$ cat src/rtl/execute_ctrl_pkg.sv
// execute_ctrl_pkg: shared opcode, state, load/store and control-word types for the execute controller.
package execute_ctrl_pkg;
  typedef enum logic [6:0] {
    OPC_OP     = 7'b0110011,
    OPC_OP_IMM = 7'b0010011,
    OPC_LUI    = 7'b0110111,
    OPC_AUIPC  = 7'b0010111,
    OPC_LOAD   = 7'b0000011,
    OPC_STORE  = 7'b0100011,
    OPC_BRANCH = 7'b1100011,
    OPC_JAL    = 7'b1101111,
    OPC_JALR   = 7'b1100111
  } rvga_opcode_e;
  typedef enum logic [1:0] {EX_RUN, EX_HOLD, EX_SQUASH} rvga_ex_state_e;
  typedef enum logic [1:0] {LDST_NONE = 2'b00, LDST_LOAD = 2'b01, LDST_STORE = 2'b10} rvga_ldst_e;
  typedef struct packed {
    logic       amux_sel;
    logic       bmux_sel;
    logic [2:0] op;
    logic       alt;
    logic       ldst_v;
  } rvga_execute_cword_t;
  localparam logic [2:0] F3_SR = 3'b101;
  function automatic logic writes_rd(logic [6:0] opc);
    return opc inside {OPC_OP, OPC_OP_IMM, OPC_LUI, OPC_AUIPC, OPC_LOAD, OPC_JAL, OPC_JALR};
  endfunction
  function automatic rvga_ldst_e ldst_of(logic [6:0] opc);
    return opc == OPC_LOAD ? LDST_LOAD : opc == OPC_STORE ? LDST_STORE : LDST_NONE;
  endfunction
endpackage

$ cat src/rtl/execute_decode.sv
// execute_decode: combinational opcode to datapath control-word translation.
module execute_decode
  import execute_ctrl_pkg::*;
(
  input  logic                v_i,
  input  logic [6:0]          opcode_i,
  input  logic [2:0]          funct3_i,
  input  logic                alt_i,
  output rvga_execute_cword_t cword_o
);
  always_comb begin
    cword_o = '0;
    if (v_i) begin
      case (opcode_i)
        OPC_OP:     cword_o = '{amux_sel: 1'b0, bmux_sel: 1'b0, op: funct3_i, alt: alt_i, ldst_v: 1'b0};
        OPC_OP_IMM: cword_o = '{amux_sel: 1'b0, bmux_sel: 1'b1, op: funct3_i, alt: (funct3_i == F3_SR) & alt_i, ldst_v: 1'b0};
        OPC_LUI:    cword_o = '{amux_sel: 1'b1, bmux_sel: 1'b1, op: 3'b000, alt: 1'b0, ldst_v: 1'b0};
        // decode has already placed the PC in the rs1 slot
        OPC_AUIPC:  cword_o = '{amux_sel: 1'b0, bmux_sel: 1'b1, op: 3'b000, alt: 1'b0, ldst_v: 1'b0};
        OPC_LOAD,
        OPC_STORE:  cword_o = '{amux_sel: 1'b0, bmux_sel: 1'b1, op: funct3_i, alt: 1'b0, ldst_v: 1'b1};
        OPC_BRANCH: cword_o = '{amux_sel: 1'b0, bmux_sel: 1'b0, op: funct3_i, alt: 1'b0, ldst_v: 1'b0};
        OPC_JALR:   cword_o = '{amux_sel: 1'b0, bmux_sel: 1'b1, op: 3'b000, alt: 1'b0, ldst_v: 1'b1};
        OPC_JAL:    cword_o = '{amux_sel: 1'b1, bmux_sel: 1'b1, op: 3'b000, alt: 1'b0, ldst_v: 1'b0};
        default:    cword_o = '0;
      endcase
    end
  end
endmodule

$ cat src/rtl/execute_ctrl.sv
// execute_ctrl: sequences the execute datapath, registers results and issues branch/jump redirects.
module execute_ctrl
  import execute_ctrl_pkg::*;
#(
  parameter logic [31:0] pc_reset_p = 32'h0000_0000
) (
  input  logic        clk_i,
  input  logic        reset_n_i,
  input  logic        id_v_i,
  output logic        id_ready_o,
  input  logic [6:0]  id_opcode_i,
  input  logic [2:0]  id_funct3_i,
  input  logic        id_alt_i,
  input  logic [4:0]  id_rd_i,
  input  logic [31:0] id_pc_i,
  output logic        amux_sel_o,
  output logic        bmux_sel_o,
  output logic [2:0]  op_o,
  output logic        alu_alt_o,
  output logic        alu_ldst_v_o,
  input  logic [31:0] alu_result_i,
  input  logic        bru_result_i,
  output logic        ex_v_o,
  input  logic        ex_ready_i,
  output logic [31:0] ex_result_o,
  output logic [4:0]  ex_rd_o,
  output logic [1:0]  ex_ldst_o,
  output logic        redirect_v_o,
  output logic [31:0] redirect_pc_o,
  output logic        squash_o
);
  rvga_execute_cword_t cword;
  rvga_ex_state_e      state_q, state_d;
  logic        ex_v_q, ex_v_d, redirect_v_q, redirect_v_d, squash_q, squash_d;
  logic [31:0] ex_result_q, ex_result_d, redirect_pc_q, redirect_pc_d;
  logic [4:0]  ex_rd_q, ex_rd_d;
  logic [1:0]  ex_ldst_q, ex_ldst_d;
  logic        load, is_jump, taken;
  execute_decode u_decode (
    .v_i      (id_v_i),
    .opcode_i (id_opcode_i),
    .funct3_i (id_funct3_i),
    .alt_i    (id_alt_i),
    .cword_o  (cword)
  );
  assign amux_sel_o    = cword.amux_sel;
  assign bmux_sel_o    = cword.bmux_sel;
  assign op_o          = cword.op;
  assign alu_alt_o     = cword.alt;
  assign alu_ldst_v_o  = cword.ldst_v;
  assign id_ready_o    = (state_q == EX_SQUASH) | ((state_q == EX_RUN) & (~ex_v_q | ex_ready_i));
  // instructions accepted during the squash cycle are wrong-path and dropped
  assign load          = id_v_i & id_ready_o & (state_q != EX_SQUASH);
  assign is_jump       = (id_opcode_i == OPC_JAL) | (id_opcode_i == OPC_JALR);
  assign taken         = load & (is_jump | ((id_opcode_i == OPC_BRANCH) & bru_result_i));
  assign ex_v_o        = ex_v_q;
  assign ex_result_o   = ex_result_q;
  assign ex_rd_o       = ex_rd_q;
  assign ex_ldst_o     = ex_ldst_q;
  assign redirect_v_o  = redirect_v_q;
  assign redirect_pc_o = redirect_pc_q;
  assign squash_o      = squash_q;
  always_comb begin
    state_d = state_q;
    case (state_q)
      EX_RUN:    state_d = (ex_v_q & ~ex_ready_i) ? EX_HOLD : EX_RUN;
      EX_HOLD:   state_d = ex_ready_i ? EX_RUN : EX_HOLD;
      EX_SQUASH: state_d = EX_RUN;
      default:   state_d = EX_RUN;
    endcase
    if (taken) state_d = EX_SQUASH;
    ex_v_d        = load | (ex_v_q & ~ex_ready_i);
    ex_result_d   = load ? (is_jump ? id_pc_i + 32'd4 : alu_result_i) : ex_result_q;
    ex_rd_d       = load ? (writes_rd(id_opcode_i) ? id_rd_i : 5'd0) : ex_rd_q;
    ex_ldst_d     = load ? ldst_of(id_opcode_i) : ex_ldst_q;
    redirect_v_d  = taken;
    squash_d      = taken;
    redirect_pc_d = taken ? ((id_opcode_i == OPC_JALR) ? {alu_result_i[31:1], 1'b0} : alu_result_i) : pc_reset_p;
  end
  always_ff @(posedge clk_i) begin
    if (!reset_n_i) begin
      state_q       <= EX_RUN;
      ex_v_q        <= 1'b0;
      ex_result_q   <= '0;
      ex_rd_q       <= '0;
      ex_ldst_q     <= '0;
      redirect_v_q  <= 1'b0;
      redirect_pc_q <= pc_reset_p;
      squash_q      <= 1'b0;
    end else begin
      state_q       <= state_d;
      ex_v_q        <= ex_v_d;
      ex_result_q   <= ex_result_d;
      ex_rd_q       <= ex_rd_d;
      ex_ldst_q     <= ex_ldst_d;
      redirect_v_q  <= redirect_v_d;
      redirect_pc_q <= redirect_pc_d;
      squash_q      <= squash_d;
    end
  end
endmodule

$ cat config.mk
export PLATFORM = sky130hd
export DESIGN_NAME = execute_ctrl
export DESIGN_NICKNAME = d
export VERILOG_FILES = /design/src/rtl/execute_ctrl_pkg.sv /design/src/rtl/execute_decode.sv /design/src/rtl/execute_ctrl.sv
export SDC_FILE = /design/constraint.sdc
export NUM_CORES = 1
export LEC_CHECK = 0
export ABC_AREA = 1
export CAP_MARGIN = 0
export CORE_MARGIN = 1.5
export CORE_UTILIZATION = 40
export CTS_BUF_LIST = sky130_fd_sc_hd__clkbuf_2
export DETAILED_ROUTE_END_ITERATION = 8
export PLACE_DENSITY = 0.88
export SETUP_SLACK_MARGIN = 0.3
export SLEW_MARGIN = 5
export SYNTH_ARGS = -nofsm -noshare
export SYNTH_HDL_FRONTEND = slang
export SYNTH_SLANG_ARGS = --single-unit
$ cat constraint.sdc
create_clock -name clk_i -period 2 [get_ports clk_i]
set_input_delay 0.6 -clock clk_i [delete_from_list [all_inputs] [get_ports clk_i]]
set_output_delay 0.6 -clock clk_i [all_outputs]
set_load 0.02 [all_outputs]
# --- After elaboration in Yosys (flattened, before gate mapping) ---
# Cells that the tools add are included.
word_totals:
  reg_bits: 75
  elab_cells: 56
  mem_count: 0
  mem_bits_rw: 0
  latchBits: 0
  in_bits: 85
  mem_bits_ro: 0
  out_inout_bits: 82
op_classes:
  magnitude_cmp: 0
  muxes: 10
  addsub: 1
  n_shift: 0
  n_reduce_logical: 7
  n_eq_ne: 13
  div: 0
  bitwise_logic: 16
  mul: 0
ops:
  columns: ["op", "count"]
  rows:
  - ["$pmux 7 s7", 1]
  - ["$add 32x3->32 const B", 1]
  - ["$mux 32", 1]
  - ["$eq 7x6->1 const B", 3]
  - ["$eq 7x7->1 const B", 3]
  - ["$eq 7x5->1 const B", 2]
  - ["$and 1x1->1", 7]
  - ["$eq 7x2->1 const B", 1]
  - ["$mux 7", 1]
  - ["$reduce_bool 7->1", 1]
  - ["$mux 2", 3]
  - ["$reduce_or 2->1", 3]
  - ["$mux 5", 1]
  - ["$or 1x1->1", 5]
  - ["$not 1->1", 4]
  - ["$eq 3x3->1 const B", 1]
  - ["$reduce_or 3->1", 1]
  - ["$eq 2x1->1 const B", 1]
  - ["$eq 2x2->1 const B", 1]
  - ["$logic_not 2->1", 1]
  - ["$mux 1", 2]
  - ["$ne 2x2->1 const B", 1]
  - ["$pmux 1 s2", 1]
  - ["$reduce_and 2->1", 1]

# --- Depth between registers and ports, before layout ---
logic_depth:
  depth_word: 9
  ltp_mapped: 11
  mapped_depth_nobuf: 10

# --- Cells and area by module ---
# A second synthesis with hierarchy kept.
hier_totals:
  hier_cells: 552
  area_unflattened_um2: 3789.9
modules_own_cells:
  columns: ["module", "area_per_inst_um2", "instances", "seq_area_each_um2", "cells_each"]
  rows:
  - ["execute_ctrl", 3611.0, 1, 1481.4, 512]
  - ["execute_decode", 178.9, 1, 0.0, 40]

# --- Worst setup path before layout ---
# No wires, ideal clock.
synth_path:
  kind: "input to output"
  from: "in id_opcode_i[4]"
  to: "out alu_alt_o"
  cell_stages: 10
  setup_slack_ns: -0.244
  arrival_time_ns: 1.644
  required_ns: 1.400
  n_path_buf: 1
  path_cell_list: "inv_1 nand3_1 nor2_4 buf_6 nand2_1 nand2_1 inv_2 nand4_1 nand2_1 nor2_1"
synth_via:
  elab_chain_cells: 4
  word_cells_on_any_way: 13
  classes_between: "9 x eq/ne; 2 x mux; 2 x reduce/logical"
synth_rtl:
  columns: ["item", "line_no", "text"]
  rows:
  - ["from (decl)", "execute_ctrl.sv:11", "input logic [6:0] id_opcode_i,"]
  - ["$eq 7x6->1, or another cell as far along", "execute_decode.sv:14", "case (opcode_i)"]
  - ["$reduce_or 2->1, on equally long branches", null, null]
  - ["$pmux 7 s7 (*)", "execute_decode.sv:14", null]
  - ["$mux 7 (*)", "execute_decode.sv:13", "if (v_i) begin"]
  - ["to (decl)", "execute_ctrl.sv:19", "output logic alu_alt_o,"]
# Every way passes the cells marked *; elsewhere a longest branch is shown, timed or not.

# --- Worst setup path in the final report ---
layout_path:
  from: "in id_opcode_i[6]"
  to: "out op_o[2]"
layout_via:
  elab_chain_cells: 4
  word_cells_on_any_way: 13
  classes_between: "9 x eq/ne; 2 x mux; 2 x reduce/logical"
layout_rtl:
  columns: ["item", "line_no", "text"]
  rows:
  - ["$eq 7x6->1, or another cell as far along", "execute_decode.sv:14", null]
  - ["$reduce_or 2->1, on equally long branches", null, null]
  - ["$pmux 7 s7 (*)", "execute_decode.sv:14", null]
  - ["$mux 7 (*)", "execute_decode.sv:13", null]
  - ["to (decl)", "execute_ctrl.sv:18", "output logic [2:0] op_o,"]
# Marks and branches as above.

==> results by group <==
Power and ir drop
  – Worst vdd ir: 0.265 mV
  – Lkg Pwr: 3.15 nW
  – PD cells: 519 mW/mm2

Timing
  – Final hold vios: 0
  – Pins Over Slew Limit: 0
  – Clock Skews: 20.7 ps
  – Setup repair after global routing missed its margin: true
  – Slew Limit Headroom: 71.6%
  – Final critical-path required period: 2370 ps
  – Worst Hold Margin: 436 ps
  – Part of the cycle the worst path needs: 118%
  – Fmax: 422 MHz
  – Setup violators final: 8
  – Setup ws final: -367 ps
  – TNS Setup: -2220 ps
  – Worst slew pin tran: 415 ps

Route
  – Wire length per cell: 16.0 um
  – Iter 0 DRT Violations: 231
  – Via count: 4,702
  – Remaining DRCs: 0
  – Detailed Route WL: 15.0 mm
  – First drt pass iteration count: 5
  – DRT antenna net count: 0
  – Vias per cell: 5.00

Layout
  – Share of cells above drive strength 1: 42.9%
  – Filler cells: 712
  – Final Non-Filler Cells: 940
  – # diodes: 0
  – Layout area overhead: 71.2%
  – Final Net Count: 892

Synthesis
  – Top post-synthesis cells by area: dfxtp_1 (38%), nand2_1 (13%), a21oi_1 (8.4%), inv_1 (6.8%), nor2_1 (4.8%)
  – Cells after Synth: 554
  – Post-synth top cells: nand2_1 (129), dfxtp_1 (74), inv_1 (70)
  – Ys flop type: dfxtp_1
  – Area leader, netlist: dfxtp_1
  – Count leader, synth: nand2_1
  – Async SR Flop Fraction: 0%
  – Synth warnings: 0
  – Avg Inst Size Synth: 6.95 um2
  – Post-synthesis cell type count: 31
  – FF+latch count, synth: 74
  – Synthesized Nets: 640
  – Yosys top cell area share: 38.5%
  – Synthesized area: 0.00385 mm2
  – Post-synthesis sequential area ratio: 38.5%
  – Number of flops mapped to enable cells by yosys: 0

Floorplanning
  – Core area: 0.00928 mm2
  – Die height: 101 um
  – Initial core utilization: 41.5%
  – IO Pins: 167
  – Die area: 0.0102 mm2
  – Die Wd: 101 um
  – Rows: 35

Place
  – DP HPWL: 10.4 mm
  – Cells after DPL: 895
  – Port Buf Inserts: 166
  – Gpl congestion: 0.885

Setup path
  – Cell class contributing the biggest share of worst-path delay: simple AND/OR/NAND/NOR gates
  – Worst path slowest cell: buf_8
  – WP buf/inv: 5
  – RR Endpoint: ex_result_o[23]
  – RR Startpoint: ex_v_o
  – Critical path depth: 12
  – Reg2reg path depth: 10
  – Crit path kind: primary input to output port
  – Worst-path cell chain: buf_6 -> buf_8 -> inv_12 -> nand2_8 -> nor2_4 -> nand3_2 -> nand2_2 -> inv_2 -> nand4_1 -> nand2_2 -> nor2_4 -> buf_6
  – Crit start category: primary input
  – R2R setup slack: 380 ps
  – Crit-path max cell delay: 130 ps
  – WP data required: 1400 ps
  – Crit Path Max Fanout: 3
  – Worst path arrival time: 1770 ps
  – CP Capture Type: output port

GRT
  – First-pass GRT wire length: 21.9 mm
  – Initial antenna violation count: 0
  – Number of global-route vias before repair: 4,517
  – Gr usage total: 27.4%
  – Largest net degree at the start of global routing: 38
  – Congestion Overflow GR: 0

Status
  – Failing checks: negative setup slack
  – Status: finished, violations left

Clocking
  – Inserted Clock Buffers: 9
  – TritonCTS clock tree: done
  – Max Root-Sink Buffers: 2
  – CTS clk-pin slew, worst paths: 200 ps
  – Clock sinks: 74
  – H-Tree Depth: 3
  – Root Buffer: clkbuf_2
  – Clk Latency, worst-skew pair: 500 ps

Job
  – Max Cap Violations: 0

Hold path
  – Hold path cells: 3
  – WHS Endpoint: ex_ldst_o[1]
  – Hold Crit Class: primary input to flop
  – HP Start: id_opcode_i[5]
==> logic make-up (layout without fill, tap and decap cells) <==
logic type / after synthesis / count (layout) / share of synthesized area, %
buffers and inverters: 101 / 358 / 11.9
adders and majority gates: 1 / 1 / 0.325
xor gates and xnor gates: 10 / 10 / 2.28
DFF: 74 / 74 / 38.5
and+or+nand+nor: 267 / 267 / 33.1
AOI/OAI and AO/OA: 101 / 101 / 13.8
==> metrics by stage <==
stage / area, um2 / power (mW) / utilization [%] / worst slack, ps
after CTS: 6250 / 3.36 / 67.3 / -196
after global placement: 6190 / 2.41 / 66.6 / -1210
after detailed placement: 6190 / 2.44 / 66.6 / -1300
after global routing: 6590 / 3.57 / 71.0 / -402
after floorplan: 3960 / 1.94 / - / -127
final: 6590 / 3.42 / 71.0 / -367
==> how the worst max path moves through the flow <==
stage                            to  slack [ps]           start
after global routing        op_o[2]        -400  id_opcode_i[6]
final                       op_o[2]        -370  id_opcode_i[6]
after global placement    alu_alt_o       -1210  id_opcode_i[1]
after floorplan           alu_alt_o        -130  id_opcode_i[1]
after detailed placement  alu_alt_o       -1300  id_opcode_i[0]
after CTS                 alu_alt_o        -200  id_opcode_i[6]
==> what timing repair did <==
action,4_1_cts,5_1_grt
resized for setup,449,93
hold buffers,0,0
buffers inserted,20,9
setup endpoints to repair,152,61
pin swaps,25,15
==> per-layer routing <==
layer / part of all wire, % / up-vias / GRT usage [%] / wire length, um
met2: 51 / 226 / 48.5 / 7690
met3: 6.7 / 54 / 4.30 / 1010
met1: 38 / 2171 / 31.9 / 5650
met4: 4.5 / 0 / 14.4 / 681
met5: 0 / - / 0 / 0
li1: - / 2251 / - / -
==> worst register-to-register path, delay by kind of cell (launching register included) <==
kind / cells / cell delay [ps]
buf+inv: 5 / 640
flops: 1 / 390
simple gates: 3 / 270
compound gates: 2 / 260
==> report_power, final <==
group | switching, mW | internal [mW] | total [mW]
clock | 0.549 | 0.423 | 0.973
sequential | 0.0377 | 1.55 | 1.59
combinational | 0.446 | 0.414 | 0.860
total | 1.03 | 2.39 | 3.42
==> state kept, by name, indices dropped and copies added (netlist names) <==
signal         count
ex_ldst_o          2
state_q            2
ex_rd_o            5
ex_v_o             1
ex_result_o       32
redirect_pc_o     32
==> final cells by class <==
cell class / count / area [um2] / area share [%]
Clock buffer: 10 / 50.0 / 0.759
Clock inverter: 6 / 90.1 / 1.37
Inverter: 78 / 320 / 4.86
Multi-Input combinational cell: 379 / 2160 / 32.8
Sequential cell: 74 / 1540 / 23.3
Tap cell: 129 / 161 / 2.45
Timing Repair Buffer: 264 / 2270 / 34.4
==> placed cells by master, fill, tap and decap left out, types with 29 or more instances in the layout <==
cell	synthesis	final
clkdlybuf4s50_1	0	66
inv_1	70	63
a21oi_1	65	63
nor2_1	49	35
buf_2	1	48
buf_4	7	97
nand3_1	33	29
buf_6	7	33
dfxtp_2	0	43
dfxtp_1	74	31
nand2_1	129	113
Note: power is estimated with default switching activity, not from simulation.
